--- config.mk ---
export PLATFORM = sky130hd
export DESIGN_NAME = ram_arbiter_flat
export DESIGN_NICKNAME = d
export VERILOG_FILES = /design/src/rtl/ram_arbiter_pkg.sv /design/src/rtl/ram_arbiter_if.sv /design/src/rtl/ram_arbiter_rr_picker.sv /design/src/rtl/ram_arbiter.sv /design/src/flat_wrapper.sv
export SDC_FILE = /design/constraint.sdc
export NUM_CORES = 1
export LEC_CHECK = 0
export CAP_MARGIN = 20
export CORE_AREA = 2 2 157 159
export CTS_CLUSTER_DIAMETER = 50
export DETAILED_ROUTE_END_ITERATION = 16
export DIE_AREA = 0 0 159 161
export REMOVE_ABC_BUFFERS = 1
export SYNTH_ARGS = -nofsm -noshare
export SYNTH_HDL_FRONTEND = slang
export SYNTH_SLANG_ARGS = --single-unit
--- constraint.sdc ---
create_clock -name CLK -period 2.2 [get_ports CLK]
set_input_delay 0.66 -clock CLK [delete_from_list [all_inputs] [get_ports CLK]]
set_output_delay 0.66 -clock CLK [all_outputs]
set_load 0.02 [all_outputs]
--- src/rtl/ram_arbiter_pkg.sv ---
// Shared types for the RAM arbiter slice.
//   ramstate_t  : handshake state reported by the RAM port
//   arb_state_t : arbiter sequencing state
package ram_arbiter_pkg;

  typedef enum logic [1:0] {
    FREE   = 2'd0,
    BUSY   = 2'd1,
    ACCESS = 2'd2,
    ERROR  = 2'd3
  } ramstate_t;

  typedef enum logic {
    IDLE  = 1'b0,
    ISSUE = 1'b1
  } arb_state_t;

endpackage

--- src/rtl/ram_arbiter_if.sv ---
// Bus bundle between the cache requesters, the arbiter and the RAM port.
//   req_*  : per-requester request side (ren/wen/addr/store in; wait/load/err out)
//   ram_*  : single RAM port (ren/wen/addr/store out; load/state in)
// Modports: master = requesters + RAM model, slave = arbiter.
interface ram_arbiter_if #(
  parameter int unsigned NREQ = 4
) ();
  import ram_arbiter_pkg::*;

  logic [NREQ-1:0]       req_ren;
  logic [NREQ-1:0]       req_wen;
  logic [NREQ-1:0][31:0] req_addr;
  logic [NREQ-1:0][31:0] req_store;
  logic [NREQ-1:0]       req_wait;
  logic [31:0]           req_load;
  logic [NREQ-1:0]       req_err;

  logic                  ram_ren;
  logic                  ram_wen;
  logic [31:0]           ram_addr;
  logic [31:0]           ram_store;
  logic [31:0]           ram_load;
  ramstate_t             ram_state;

  modport master (
    output req_ren, req_wen, req_addr, req_store, ram_load, ram_state,
    input  req_wait, req_load, req_err, ram_ren, ram_wen, ram_addr, ram_store
  );

  modport slave (
    input  req_ren, req_wen, req_addr, req_store, ram_load, ram_state,
    output req_wait, req_load, req_err, ram_ren, ram_wen, ram_addr, ram_store
  );
endinterface

--- src/rtl/ram_arbiter_rr_picker.sv ---
// Combinational round-robin priority encoder.
//   active : per-requester request flags
//   last   : index of the most recent owner (lowest priority)
//   valid  : at least one requester active
//   idx    : first active index scanning last+1, last+2, ... modulo NREQ
module rr_picker #(
  parameter  int unsigned NREQ = 4,
  localparam int unsigned GW   = $clog2(NREQ)
) (
  input  logic [NREQ-1:0] active,
  input  logic [GW-1:0]   last,
  output logic            valid,
  output logic [GW-1:0]   idx
);

  // Scan from the farthest offset down so the nearest active one wins.
  always_comb begin
    valid = 1'b0;
    idx   = '0;
    for (int unsigned k = NREQ; k >= 1; k--) begin
      if (active[(32'(last) + k) % NREQ]) begin
        valid = 1'b1;
        idx   = GW'((32'(last) + k) % NREQ);
      end
    end
  end

endmodule

--- src/rtl/ram_arbiter.sv ---
// Round-robin arbiter sharing one RAM port between NREQ cache requesters.
// One transaction in flight; handles RAM wait states, errors and a timeout.
//   CLK, RST : clock, synchronous active-high reset
//   bus      : requester and RAM signals (ram_arbiter_if.slave)
//   grant    : index of current or last owner
//   busy     : high while a transaction is being issued
module ram_arbiter
  import ram_arbiter_pkg::*;
#(
  parameter  int unsigned NREQ    = 4,
  parameter  int unsigned TIMEOUT = 255,
  localparam int unsigned CW      = $clog2(TIMEOUT + 1),
  localparam int unsigned GW      = $clog2(NREQ)
) (
  input  logic           CLK,
  input  logic           RST,
  ram_arbiter_if.slave   bus,
  output logic [GW-1:0]  grant,
  output logic           busy
);

  arb_state_t      state_q, state_d;
  logic [GW-1:0]   last_q, last_d;
  logic [GW-1:0]   grant_q, grant_d;
  logic [CW-1:0]   count_q, count_d;
  logic            ram_ren_q, ram_ren_d;
  logic            ram_wen_q, ram_wen_d;
  logic [31:0]     addr_q, addr_d;
  logic [31:0]     store_q, store_d;

  logic [NREQ-1:0] active;
  logic            pick_valid;
  logic [GW-1:0]   pick_idx;
  logic            hit;
  logic            fault;
  logic            done;
  logic [NREQ-1:0] ack;
  logic [NREQ-1:0] err;

  assign active = bus.req_ren | bus.req_wen;

  rr_picker #(.NREQ(NREQ)) u_picker (
    .active (active),
    .last   (last_q),
    .valid  (pick_valid),
    .idx    (pick_idx)
  );

  // Completion is suppressed while RST is asserted so an aborted
  // transaction never acks or errors.
  always_comb begin
    hit   = (bus.ram_state == ACCESS);
    fault = (bus.ram_state == ERROR) || (count_q == CW'(TIMEOUT - 1));
    done  = (state_q == ISSUE) && !RST && (hit || fault);
    ack   = '0;
    err   = '0;
    if (done) begin
      ack[grant_q] = 1'b1;
      if (!hit) err[grant_q] = 1'b1;
    end
  end

  assign bus.req_wait  = active & ~ack;
  assign bus.req_err   = err;
  assign bus.req_load  = (done && hit) ? bus.ram_load : '0;
  assign bus.ram_ren   = ram_ren_q;
  assign bus.ram_wen   = ram_wen_q;
  assign bus.ram_addr  = addr_q;
  assign bus.ram_store = store_q;
  assign grant         = grant_q;
  assign busy          = (state_q == ISSUE);

  always_comb begin
    state_d   = state_q;
    last_d    = last_q;
    grant_d   = grant_q;
    count_d   = count_q;
    ram_ren_d = ram_ren_q;
    ram_wen_d = ram_wen_q;
    addr_d    = addr_q;
    store_d   = store_q;
    unique case (state_q)
      IDLE: begin
        if (pick_valid) begin
          // Write wins when a requester asserts both ren and wen.
          grant_d   = pick_idx;
          ram_wen_d = bus.req_wen[pick_idx];
          ram_ren_d = !bus.req_wen[pick_idx];
          addr_d    = bus.req_addr[pick_idx];
          store_d   = bus.req_store[pick_idx];
          count_d   = '0;
          state_d   = ISSUE;
        end
      end
      ISSUE: begin
        if (count_q != '1) count_d = count_q + 1'b1;
        if (done) begin
          last_d    = grant_q;
          ram_ren_d = 1'b0;
          ram_wen_d = 1'b0;
          state_d   = IDLE;
        end
      end
      default: state_d = IDLE;
    endcase
  end

  always_ff @(posedge CLK) begin
    if (RST) begin
      state_q   <= IDLE;
      last_q    <= GW'(NREQ - 1);
      grant_q   <= '0;
      count_q   <= '0;
      ram_ren_q <= 1'b0;
      ram_wen_q <= 1'b0;
      addr_q    <= '0;
      store_q   <= '0;
    end else begin
      state_q   <= state_d;
      last_q    <= last_d;
      grant_q   <= grant_d;
      count_q   <= count_d;
      ram_ren_q <= ram_ren_d;
      ram_wen_q <= ram_wen_d;
      addr_q    <= addr_d;
      store_q   <= store_d;
    end
  end

endmodule

--- src/flat_wrapper.sv ---
// flat-port wrapper written by rule: the top's interface ports become plain ports
module ram_arbiter_flat import ram_arbiter_pkg::*;
#(
  parameter  int unsigned NREQ    = 4,
  parameter  int unsigned TIMEOUT = 255,
  localparam int unsigned CW      = $clog2(TIMEOUT + 1),
  localparam int unsigned GW      = $clog2(NREQ)
)
  (CLK, RST, grant, busy, bus_req_ren, bus_req_wen, bus_req_addr, bus_req_store, bus_ram_load, bus_ram_state, bus_req_wait, bus_req_load, bus_req_err, bus_ram_ren, bus_ram_wen, bus_ram_addr, bus_ram_store);
  ram_arbiter_if #(.NREQ(NREQ)) bus_i ();
  input  logic CLK;
  input  logic RST;
  output logic [GW-1:0] grant;
  output logic busy;
  input wire logic [$bits(bus_i.req_ren)-1:0] bus_req_ren;
  input wire logic [$bits(bus_i.req_wen)-1:0] bus_req_wen;
  input wire logic [$bits(bus_i.req_addr)-1:0] bus_req_addr;
  input wire logic [$bits(bus_i.req_store)-1:0] bus_req_store;
  input wire logic [$bits(bus_i.ram_load)-1:0] bus_ram_load;
  input wire logic [$bits(bus_i.ram_state)-1:0] bus_ram_state;
  output wire logic [$bits(bus_i.req_wait)-1:0] bus_req_wait;
  output wire logic [$bits(bus_i.req_load)-1:0] bus_req_load;
  output wire logic [$bits(bus_i.req_err)-1:0] bus_req_err;
  output wire logic [$bits(bus_i.ram_ren)-1:0] bus_ram_ren;
  output wire logic [$bits(bus_i.ram_wen)-1:0] bus_ram_wen;
  output wire logic [$bits(bus_i.ram_addr)-1:0] bus_ram_addr;
  output wire logic [$bits(bus_i.ram_store)-1:0] bus_ram_store;
  assign bus_i.req_ren = bus_req_ren;
  assign bus_i.req_wen = bus_req_wen;
  assign bus_i.req_addr = bus_req_addr;
  assign bus_i.req_store = bus_req_store;
  assign bus_i.ram_load = bus_ram_load;
  assign bus_i.ram_state = bus_ram_state;
  assign bus_req_wait = bus_i.req_wait;
  assign bus_req_load = bus_i.req_load;
  assign bus_req_err = bus_i.req_err;
  assign bus_ram_ren = bus_i.ram_ren;
  assign bus_ram_wen = bus_i.ram_wen;
  assign bus_ram_addr = bus_i.ram_addr;
  assign bus_ram_store = bus_i.ram_store;
  ram_arbiter #(.NREQ(NREQ), .TIMEOUT(TIMEOUT)) u_core (.CLK(CLK), .RST(RST), .bus(bus_i), .grant(grant), .busy(busy));
endmodule
==> run summary <==
The global-route usage over all layers was 0.189. Synthesis produced a netlist whose cell count is 505. After layout, the minimum clock period comes to 2.34 ns.

In this run the worst hold path is classified as reg2reg. 409 I/O pins were placed. The layout has 2265 filler cells. The count of cell types in the netlist is 43, and the number of DRC violations after detailed-routing iteration 0 is 235. Along the worst hold path, the cell count comes to 2.

Most frequent cell on the critical path: sky130_fd_sc_hd__buf_6. In the routed design, unresolved DRC markers number 0. The maximum number of pins on one net before global-route repair came out at 76. At the end of routability-driven placement, the weighted congestion stood at 0.807. Root buffer cell: sky130_fd_sc_hd__clkbuf_16. For the number of detailed-route iterations in the first pass, the log shows 4. In this run the horizontal extent of the chip is 159 um. Leakage power total: 4.79 nW.

The worst setup path is of the in2out kind. STA classifies the critical path endpoint as an output port. In this run the power density over the cells is 500 nW/um^2.

The run gives 1251 as the total placed cells including tap cells. The number of antenna violations at the first check in global routing is 2, and the count of buffer and inverter cells on the critical path is 5. The kind of launch point of the worst setup path is a primary input. The logs give 0 for the final count of pins violating max slew and 346 uV for the worst voltage drop across the vdd grid. The number of failing setup endpoints in the final timing report is 39.

Excluding fillers, the count of instances in the completed layout stands at 1298. The flow ran to the end, but the final reports show violations. The slowest stage of the critical path is the sky130_fd_sc_hd__nand2b_4 cell.

Kind of cell adding the most delay to the critical path: buffers and inverters. In this run the standard cell core region covers 24000 sq um. Derived from the worst setup path, the maximum achievable clock frequency is 428 MHz. TritonCTS built the clock tree. Starting density of the core: 0.227. Slew of the pin with the lowest slew margin: 0.757 ns. The clock slew at the register clock pins of the worst setup and hold paths is 0.07 ns. The run gives 0.291 as the sequential cell area fraction in the yosys report.

The final reports fail on negative setup slack. The fraction of final layout cells with drive strength greater than 1 works out to 0.305. Setup slack on the worst reg-to-reg path comes out at 0.20 ns. Across the run, the number of max-cap violations was 0. The clock arrives with 0.00500 ns of skew. Synthesis inferred 79 register bits.

The tools report the maximum root-to-sink buffer count as 2. The initialized floorplan defines 57 standard-cell rows. The share of the cycle needed by the critical path after routing works out to 1.06. Relative to the synthesized area, the layout overhead comes to 110%. The critical path crosses 8 cells after its start point.

After detailed routing, the total wire length is 24800 um. The most used flip-flop cell after synthesis was sky130_fd_sc_hd__dfxtp_1. For the post-layout worst setup margin, the log shows -0.138 ns. The synthesized design contains 0 enable-type register cells. The number of cells on the worst reg-to-reg path was 7; the netlist area before placement was 5430 sq um.

The run gives 5882 as the routed via count. Sorting the synthesized cells by area gives the leading types as sky130_fd_sc_hd__dfxtp_1 (29%), sky130_fd_sc_hd__mux2i_1 (24%), sky130_fd_sc_hd__o221ai_2 (16%). The biggest area contributor in the post-synthesis netlist is sky130_fd_sc_hd__dfxtp_1. The share of Yosys cell area claimed by the top area cell type is 0.291, and the post-layout instance area is 11400 sq um. The placed instances occupy a cell area of 10200 sq um. The design draws 5.69 mW.

The number of I/O port buffers works out to 408. Setup repair after global routing could not meet its margin everywhere. The share of synthesized registers carrying an async set or reset is 0, and the via count normalized by instance count is 4.53.

After detailed routing, the average wire length per cell comes to 19.1 um. For the worst-skew pair, the clock arrives at the later sink with an insertion delay of 0.35 ns. For the remaining global-route overflow, the log shows 0.

Traced cell by cell, the critical path runs through buf_8 -> nand2b_4 -> buf_6 -> nor2_4 -> buf_6 -> clkbuf_16 -> and2_4 -> buf_6. For the number of sinks driven by the clock tree, the log shows 79. The final count of hold timing violations came out at 0. At the worst endpoint, the arrival time is 1.68 ns. The data required time at the worst endpoint was 1.54 ns; the overall die area was 25600 sq um.

The tools report the via count of the first global-routing pass as 6092. The mean instance size in the synthesized netlist was 10.8 sq um. The largest stage delay on the critical path is 0.15 ns, and the post-detailed-placement half-perimeter wirelength is 18000 um. In this run the number of H-tree levels came out at 3. In this run the vertical extent of the chip is 161 um.

The run gives 0.495 as the worst slew margin relative to its limit. For this run, the post-layout net count is 1269. The first-pass GRT wire length was 37500 um.

Once detail routing completed, the nets flagged for antenna violations numbered 0. The run gives 9 as the number of clock buffers inserted by TritonCTS. Largest fanout on the critical path: 8. The warning count from the yosys run came out at 0.
==> cell type report <==
type	count	area (sq um)	share of cell area
diodes	2	5.00	0.000440
well taps	324	405	0.0356
multi-input cells	375	3820	0.335
clock inverters	6	61.3	0.00539
flip-flops and latches	79	1590	0.140
inverters	3	11.3	0.000989
repair buffers	499	5260	0.462
clock buffers	10	229	0.0201
==> metrics by stage <==
stage	setup WS, ns	hold slack (ns)	util	setup TNS [ns]
floorplan	-4.51	0.471	-	-294.41
global placement	-0.892	0.456	0.425	-78.26
detailed placement	-0.917	0.488	0.425	-78.05
CTS	-0.152	0.501	0.474	-4.51
global route	-0.171	0.523	0.475	-5.60
finish	-0.138	0.502	0.475	-4.04
==> final timing paths <==
check                           startpoint                  endpoint
setup / recovery                       RST           bus_req_load[2]
setup reg to reg          u_core.last_q[1]  u_core.bus.ram_store[22]
hold / removal    u_core.bus.ram_store[15]  u_core.bus.ram_store[15]
hold reg to reg   u_core.bus.ram_store[15]  u_core.bus.ram_store[15]
==> flip-flops by register name, indices dropped and copies added (netlist names) <==
signal                cells
u_core.bus.ram_addr      32
u_core.bus.ram_ren        1
u_core.bus.ram_store     32
u_core.bus.ram_wen        1
u_core.busy               1
u_core.count_q            8
u_core.grant              2
u_core.last_q             2
==> cells by family after synthesis <==
kind of cell               Yosys count  synth area share
muxes                              130             0.242
DFF                                 79             0.291
and+or+nand+nor                    147             0.172
buffers and inverters               51            0.0696
xor gates and xnor gates             6           0.00968
adders and majority gates            2           0.00461
AOI/OAI and AO/OA                   90             0.210
==> synth_stat cells, types with 5 or more instances <==
cell type	n
sky130_fd_sc_hd__mux2i_1	128
sky130_fd_sc_hd__dfxtp_1	79
sky130_fd_sc_hd__nand3b_1	64
sky130_fd_sc_hd__o221ai_2	59
sky130_fd_sc_hd__and2_1	32
sky130_fd_sc_hd__nor2_1	22
sky130_fd_sc_hd__clkbuf_1	19
sky130_fd_sc_hd__buf_8	10
sky130_fd_sc_hd__buf_4	9
sky130_fd_sc_hd__nand2_1	8
sky130_fd_sc_hd__buf_2	7
sky130_fd_sc_hd__xor2_1	6
sky130_fd_sc_hd__a21oi_1	5
sky130_fd_sc_hd__o221ai_1	5
==> what timing repair did <==
action / 4_1_cts / 5_1_grt
setup endpoints to repair: 109 / 60
cloned: 10 / 1
hold buffers: 0 / 0
buffers inserted: 19 / 1
pin swaps: 34 / 23
resized for setup: 372 / 17
==> worst register-to-register path: cells and delay by family (launching register included) <==
family | cells | cell delay (ns)
AOI/OAI and AO/OA | 3 | 0.60
DFF | 1 | 0.45
muxes | 1 | 0.27
buffers and inverters | 3 | 0.57
==> placed cells by master (no fill, tap or decap), drive strengths merged, types with 3 or more instances in the layout <==
cell / instances
nand2b: 4
o21ai: 3
nand3b: 64
clkinv: 4
bufbuf: 4
nor3: 4
and3: 3
a31oi: 4
buf: 130
mux2i: 128
and2: 32
nor2: 22
o221ai: 64
nand2: 9
nor4: 4
xor2: 6
a21oi: 5
o31ai: 3
o2111ai: 3
clkdlybuf4s50: 355
clkbuf: 13
dlygate4sd2: 6
dfxtp: 79
inv: 3
==> where the power goes <==
group          total [mW]  switching, mW  internal, mW
Combinational        2.46           1.02          1.44
Clock                1.54          0.665         0.877
Sequential           1.69         0.0975          1.59
Total                5.69           1.78          3.91
==> routing by layer <==
layer  vias to the layer above  global-route usage  part of all wire
met5                         -                   0                 0
met4                         0              0.0566             0.017
met3                        20              0.0462             0.063
met2                       234               0.330              0.50
met1                      2747               0.231              0.42
li1                       2881                   -                 -
Power figures use the tool's default switching activity.
